$ cat src/rtl/suprloco_rom_loader.sv
// ioctl ROM download receiver: splits the flat ROM image into per-chip regions and
// forwards each byte to the board memory arbiter over a req/ack handshake.
module suprloco_rom_loader #(
    parameter logic [15:0] ROM_INDEX = 16'h0000,
    parameter logic [26:0] R0_END    = 27'h0C000,
    parameter logic [26:0] R1_END    = 27'h0E000,
    parameter logic [26:0] R2_END    = 27'h14000,
    parameter logic [26:0] R3_END    = 27'h1C000,
    parameter logic [26:0] R4_END    = 27'h1C200
) (
    input  logic        i_EMU_MCLK,
    input  logic        i_EMU_INITRST,
    input  logic [15:0] ioctl_index,
    input  logic        ioctl_download,
    input  logic [26:0] ioctl_addr,
    input  logic [7:0]  ioctl_data,
    input  logic        ioctl_wr,
    output logic        ioctl_wait,
    output logic        o_MEM_REQ,
    output logic [2:0]  o_MEM_REGION,
    output logic [16:0] o_MEM_ADDR,
    output logic [7:0]  o_MEM_DATA,
    input  logic        i_MEM_ACK,
    output logic        o_LOADING,
    output logic        o_LOADED,
    output logic        o_OVERFLOW
);

    localparam int NUM_REGIONS = 5;

    typedef enum logic [1:0] {
        ST_IDLE  = 2'd0,
        ST_RECV  = 2'd1,
        ST_WRITE = 2'd2,
        ST_DONE  = 2'd3
    } state_t;

    state_t state_reg, state_next;

    logic [26:0]            region_end  [NUM_REGIONS];
    logic [16:0]            region_base [NUM_REGIONS];
    logic [NUM_REGIONS-1:0] below_end;

    logic [2:0]  hit_region;
    logic [16:0] hit_offset;
    logic        in_range;

    logic        active;
    logic        active_prev_reg;
    logic        active_rise;
    logic        start;
    logic        accept;

    logic [2:0]  region_reg;
    logic [16:0] offset_reg;
    logic [7:0]  data_reg;
    logic        loaded_reg;
    logic        overflow_reg;

    assign region_end[0] = R0_END;
    assign region_end[1] = R1_END;
    assign region_end[2] = R2_END;
    assign region_end[3] = R3_END;
    assign region_end[4] = R4_END;

    // Regions are contiguous: each base is the previous region's end. Offsets only
    // need 17 bits, so the subtraction is done modulo 2^17 on the low bits.
    generate
        for (genvar gi = 0; gi < NUM_REGIONS; gi++) begin : g_region
            if (gi == 0) begin : g_first
                assign region_base[gi] = '0;
            end else begin : g_rest
                assign region_base[gi] = region_end[gi-1][16:0];
            end
            assign below_end[gi] = (ioctl_addr < region_end[gi]);
        end
    endgenerate

    // Lowest region whose end lies above the address wins.
    always_comb begin
        hit_region = 3'd0;
        hit_offset = 17'd0;
        for (int i = NUM_REGIONS - 1; i >= 0; i--) begin
            if (below_end[i]) begin
                hit_region = 3'(i);
                hit_offset = ioctl_addr[16:0] - region_base[i];
            end
        end
    end

    assign in_range    = |below_end;
    assign active      = ioctl_download && (ioctl_index == ROM_INDEX);
    assign active_rise = active && !active_prev_reg;
    assign start       = active_rise && ((state_reg == ST_IDLE) || (state_reg == ST_DONE));
    // ioctl_wait is low in RECV, so a strobe there is always a legal byte.
    assign accept      = (state_reg == ST_RECV) && ioctl_wr;

    always_ff @(posedge i_EMU_MCLK or posedge i_EMU_INITRST) begin
        if (i_EMU_INITRST) begin
            state_reg <= ST_IDLE;
        end else begin
            state_reg <= state_next;
        end
    end

    always_comb begin
        state_next = state_reg;
        case (state_reg)
            ST_IDLE: begin
                if (start) begin
                    state_next = ST_RECV;
                end
            end
            ST_RECV: begin
                if (accept && in_range) begin
                    state_next = ST_WRITE;
                end else if (!active) begin
                    state_next = ST_DONE;
                end
            end
            ST_WRITE: begin
                // A download that ended mid-write finishes the handshake before completing.
                if (i_MEM_ACK) begin
                    state_next = active ? ST_RECV : ST_DONE;
                end
            end
            ST_DONE: begin
                state_next = start ? ST_RECV : ST_IDLE;
            end
            default: begin
                state_next = ST_IDLE;
            end
        endcase
    end

    always_comb begin
        ioctl_wait   = (state_reg == ST_WRITE);
        o_MEM_REQ    = (state_reg == ST_WRITE);
        o_LOADING    = (state_reg == ST_RECV) || (state_reg == ST_WRITE);
        o_MEM_REGION = region_reg;
        o_MEM_ADDR   = offset_reg;
        o_MEM_DATA   = data_reg;
        o_LOADED     = loaded_reg;
        o_OVERFLOW   = overflow_reg;
    end

    always_ff @(posedge i_EMU_MCLK or posedge i_EMU_INITRST) begin
        if (i_EMU_INITRST) begin
            active_prev_reg <= 1'b0;
            region_reg      <= 3'd0;
            offset_reg      <= 17'd0;
            data_reg        <= 8'd0;
            loaded_reg      <= 1'b0;
            overflow_reg    <= 1'b0;
        end else begin
            active_prev_reg <= active;
            if (accept && in_range) begin
                region_reg <= hit_region;
                offset_reg <= hit_offset;
                data_reg   <= ioctl_data;
            end
            if (start) begin
                loaded_reg   <= 1'b0;
                overflow_reg <= 1'b0;
            end else begin
                if ((state_next == ST_DONE) && (state_reg != ST_DONE)) begin
                    loaded_reg <= 1'b1;
                end
                if (accept && !in_range) begin
                    overflow_reg <= 1'b1;
                end
            end
        end
    end

endmodule

$ cat config.mk
export PLATFORM = sky130hd
export DESIGN_NAME = suprloco_rom_loader
export DESIGN_NICKNAME = d
export VERILOG_FILES = /design/src/rtl/suprloco_rom_loader.sv
export SDC_FILE = /design/constraint.sdc
export NUM_CORES = 1
export LEC_CHECK = 0
export CAP_MARGIN = 20
export CORE_MARGIN = 3
export CORE_UTILIZATION = 44
export CTS_CLUSTER_DIAMETER = 80
export DETAILED_ROUTE_END_ITERATION = 10
export PLACE_DENSITY_LB_ADDON = 0.05
export SKIP_CTS_REPAIR_TIMING = 1
export SYNTH_ARGS = -nofsm -noshare
export SYNTH_HDL_FRONTEND = slang
export SYNTH_SLANG_ARGS = --single-unit
$ cat constraint.sdc
create_clock -name i_EMU_MCLK -period 4.28 [get_ports i_EMU_MCLK]
set_input_delay 1.284 -clock i_EMU_MCLK [delete_from_list [all_inputs] [get_ports i_EMU_MCLK]]
set_output_delay 1.284 -clock i_EMU_MCLK [all_outputs]
set_load 0.005 [all_outputs]
=== Word level (Yosys, flattened, before mapping) ===
Index checks and enable logic that the tools add are counted.

* Output and inout port bits: 33
* Input bits: 56
* Word-level logic and storage cells: 58
* Bits in registers: 33

* Equal/unequal tests: 5
* Reduce and logical (&&, ||, !) cells: 16
* $lt $le $gt $ge: 5
* Add/sub/neg operators: 4
* Muxes and demuxes: 21

{| class="wikitable"
|+ Operators by type and width
! operator !! count
|-
| $mux W17 || 5
|-
| $lt A27 B17 Y1 const B || 3
|-
| $lt A27 B16 Y1 const B || 2
|-
| $sub A17 B16 Y17 const B || 2
|-
| $sub A17 B17 Y17 const B || 2
|-
| $logic_not A16 Y1 || 1
|-
| $mux W3 || 5
|-
| $mux W2 || 5
|-
| $pmux W2 S4 || 1
|-
| $logic_and A1 B1 Y1 || 7
|-
| $eq A2 B2 Y1 const B || 3
|-
| $mux W1 || 5
|-
| $reduce_or A5 Y1 || 1
|-
| $reduce_bool A2 Y1 || 2
|-
| $eq A2 B1 Y1 const B || 1
|-
| $logic_not A1 Y1 || 2
|-
| $logic_not A2 Y1 || 1
|-
| $logic_or A1 B1 Y1 || 2
|-
| $ne A2 B2 Y1 const B || 1
|}

=== Depth between registers and ports, before layout ===
* Depth in word-level cells: 10
* Gate-level depth with buffers: 8
* Mapped depth without buffers: 7

=== Least setup slack after synthesis ===
No wires, ideal clock.

* Path type: input to register
* Start: in ioctl_addr[21]
* End: reg loaded_reg, in the netlist o_LOADED
* Setup slack: 1.646 ns
* Data arrival time: 2.499 ns
* Cell stages on the path: 6
* Data required time: 4.145 ns
* Buffers on the path: 1
* Library setup time: 0.135 ns
* Cells stage by stage: nor4_2 and4_1 buf_4 o2111ai_4 a221oi_1 o31ai_1

* Word-level cells in the longest chain between the ends: 8
* Elaborated cells on any way between the ends: 12
* Those cells by class: 5 x order compare; 1 x eq/ne; 2 x mux; 4 x reduce/logical

{| class="wikitable"
|+ RTL lines
! element !! line !! RTL
|-
| from (decl) || 15 || <nowiki>input logic [26:0] ioctl_addr,</nowiki>
|-
| $lt A27 B16 Y1 / $lt A27 B17 Y1 (equally long branches) || 75 || <nowiki>assign below_end[gi] = (ioctl_addr < region_end[gi]);</nowiki>
|-
| $reduce_or A5 Y1 * || 91 || <nowiki>assign in_range = |below_end;</nowiki>
|-
| $logic_and A1 B1 Y1 * || 115 || <nowiki>if (accept && in_range) begin</nowiki>
|-
| $mux W2 * || 115 ||
|-
| $pmux W2 S4 * || 108 || <nowiki>case (state_reg)</nowiki>
|-
| $eq A2 B2 Y1 * || 166 || <nowiki>if ((state_next == ST_DONE) && (state_reg != ST_DONE)) begin</nowiki>
|-
| $logic_and A1 B1 Y1 * || 166 ||
|-
| $reduce_bool A2 Y1 (no source line) * || -- ||
|-
| to (signal assigned) || 153 || <nowiki>loaded_reg <= 1'b0;</nowiki>
|-
| to (signal assigned) || 163 || <nowiki>loaded_reg <= 1'b0;</nowiki>
|-
| to (signal assigned) || 167 || <nowiki>loaded_reg <= 1'b1;</nowiki>
|-
| to (decl) || 57 || <nowiki>logic loaded_reg;</nowiki>
|}

Every way passes the cells marked *; elsewhere a longest branch is shown, timed or not.
A chain may end at the register's enable or synchronous reset.

=== Worst setup path after layout ===
* Start: in ioctl_addr[14]
* End: reg loaded_reg, in the netlist o_LOADED

Same word-level chain as after synthesis.

==> reports/qor.csv <==
metric,value,unit
Worst-Margin Slew,0.7282,ns
maximum VDD drop,0.2771,mV
H-tree levels,2,
reg2reg setup slack,2.33,ns
Area Growth Syn to Fin,56.66,%
post-synth cell types,39,
routed vias,1802,
wl on met1,1915,um
core area,0.003826,mm2
register area share after synthesis,0.4555,
Crit Path Class,in -> reg,
slew margin rel.,0.5145,
HP Start,o_MEM_ADDR[11]$_DFFE_PP0P_,
Routed met2 length,2084,um
"Largest stage delay, worst path",0.61,ns
most frequent cells in the layout,"88 x clkdlybuf4s50_1, 79 x nand2_1, 33 x dfrtp_1",
cell breakdown of the critical path,"clkdlybuf4s50_1, ha_1, inv_1, and2_1, o2111ai_4, a221oi_1, o31ai_1",
worst min path class,reg -> reg,
Reg2Reg Capture Point,o_LOADED$_DFFE_PP0P_,
initial drt markers,89,
clock sink count,33,
Die ar.,0.004927,mm2
Post-synth top flop,dfrtp_1,
root buf cell,clkbuf_8,
Global Route Usage Sum,0.1883,
# nets final,362,
Worst Clk Skew,0.005868,ns
max layer used,met4,
HPWL after DPL,3532,um
clock tree from TritonCTS,done,
Max Slew Vio Count,0,
status,completed,
first-pass iteration count of the detailed router,4,
"Reg clk slew, reported paths",0.06,ns
Cells after Synth,210,
Final ANT Viol Nets,0,
"Hold Vio Cnt, Final",0,
"Cell Area, Synth",0.001813,mm2
first-pass GRT wire length,7700,um
overall power,0.0008857,W
port bufs,88,
routability cong.,0.9203,
Fin Setup TNS,0,ns
largest net degree at the start of global routing,34,
RSZ-0062 raised after global routing,no,
pwr dens,311.9,mW/mm2
met3 wire len,403,um
Max Clk Rate,299.9,MHz
ant diodes,0,
setup violators final,0,
GRT Residual Overflow,0,
Initial Util,0.4738,
per-cell routed wire length,12.78,um
antenna violations before repair,0,
total CTS buffers,5,
"slowest stage cell, crit path",clkdlybuf4s50_1,
DRC viols,0,
die height,70.19,um
crit path time final,3.334,ns
CP Max Fanout,19,
Hold Crit Depth,2,
clock latency at the later pin of the worst-skew pair,0.27,ns
routed vias/inst,5.193,
mean post-synth cell area,8.633,um2
CP arrival,3.48,ns
"flops & latches, synth",33,
Rows,22,
post-route clock period utilization,0.7790,
Worst EP required,4.43,ns
"EDFF count, synth",0,
Routed WL,4434,um
"commonest non-fill, non-tap cell in the layout",clkdlybuf4s50_1,
Leak,1.270,nW
number of flip-flops in the largest register,17,
IO Pins,89,
hold endpoint,o_MEM_ADDR[11]$_DFFE_PP0P_,
Clock Tree Buf Depth,2,
Synth warnings,0,
kind of end point of the critical path,flip-flop,
Setup crit start kind,input pin,
reg2reg start,state_reg[0]$_DFF_PP0_,
max_cap viols,0,
ys async rst share,1.000,
worst r2r path cells,5,
Post-Syn Nets,274,
share of layout cells above drive strength 1,0.05686,
x dimension of the die,70.19,um
vias in the first global route,1793,
-- layout make-up --
cell class                      count  area, um2
Timing Repair Buffer               90      895.9
Inverter                           10      37.54
Tap cell                           48      60.06
Fill cell                         317      985.9
Clock buffer                        7      86.33
Sequential cell                    33      825.8
Multi-Input combinational cell    158      904.6
Clock inverter                      1      30.03
-- cells in the mapped netlist, drive strengths merged (3+ instances only) --
cell	count	area, um2
nand3	4	20.02
a21oi	6	30.03
nor4	5	50.05
o31ai	3	22.52
inv	10	37.54
nand4b	3	26.28
o21ai	14	70.07
nand2	79	296.5
a31oi	6	37.54
dfrtp	33	825.8
nor2	7	26.28
clkbuf	4	15.01
ha	8	100.1
buf	5	30.02
-- per-layer routing --
layer | global-route usage | up-vias
met4 | 0.04468 | 0
met2 | 0.3127 | 84
met1 | 0.2445 | 821
li1 | - | 893
met5 | 0 | -
met3 | 0.05036 | 4
-- cell families after synthesis --
group	Yosys count	synth area share
mux	1	0.006211
flops	33	0.4555
buf+inv	19	0.04554
simple gates	108	0.2754
compound gates	40	0.1574
fa+ha+maj	8	0.05521
xor+xnor	1	0.004832
-- worst max-delay path: cells and delay by family --
kind	cells	cell delay [ns]
adders and majority gates	1	0.34
and+or+nand+nor	1	0.22
AOI/OAI and AO/OA	3	0.91
buffers and inverters	2	0.73
-- power by group --
part	internal, W	switching (W)	total (W)	leakage, nW
Combinational	0.000138	0.000114	0.000252	0.765
Sequential	0.000325	0.0000153	0.000340	0.447
Clock	0.000190	0.000104	0.000293	0.0585
-- how the worst max path moves through the flow --
stage	from	end	slack (ns)
floorplan	ioctl_addr[21]	o_LOADED$_DFFE_PP0P_	1.65
global placement	ioctl_addr[14]	o_MEM_ADDR[1]$_DFFE_PP0P_	0.74
detailed placement	ioctl_addr[14]	o_LOADED$_DFFE_PP0P_	0.66
CTS	ioctl_addr[14]	o_MEM_REGION[0]$_DFFE_PP0P_	0.96
global route	ioctl_addr[14]	o_MEM_REGION[0]$_DFFE_PP0P_	0.74
finish	ioctl_addr[14]	o_LOADED$_DFFE_PP0P_	0.95
-- through the flow --
step / hold WS [ns] / setup slack, ns / util / instance area (um2) / cells
CTS: 0.4794 / 0.9580 / 0.7423 / 2840 / 347
detailed placement: 0.4627 / 0.6637 / 0.7119 / 2724 / 339
finish: 0.4772 / 0.9457 / 0.7423 / 2840 / 347
floorplan: 0.4697 / 1.646 / - / 1813 / 210
global route: 0.5112 / 0.7388 / 0.7423 / 2840 / 347
global placement: 0.4555 / 0.7442 / 0.7119 / 2724 / 339
No activity file was read; power rests on OpenSTA's default activity.
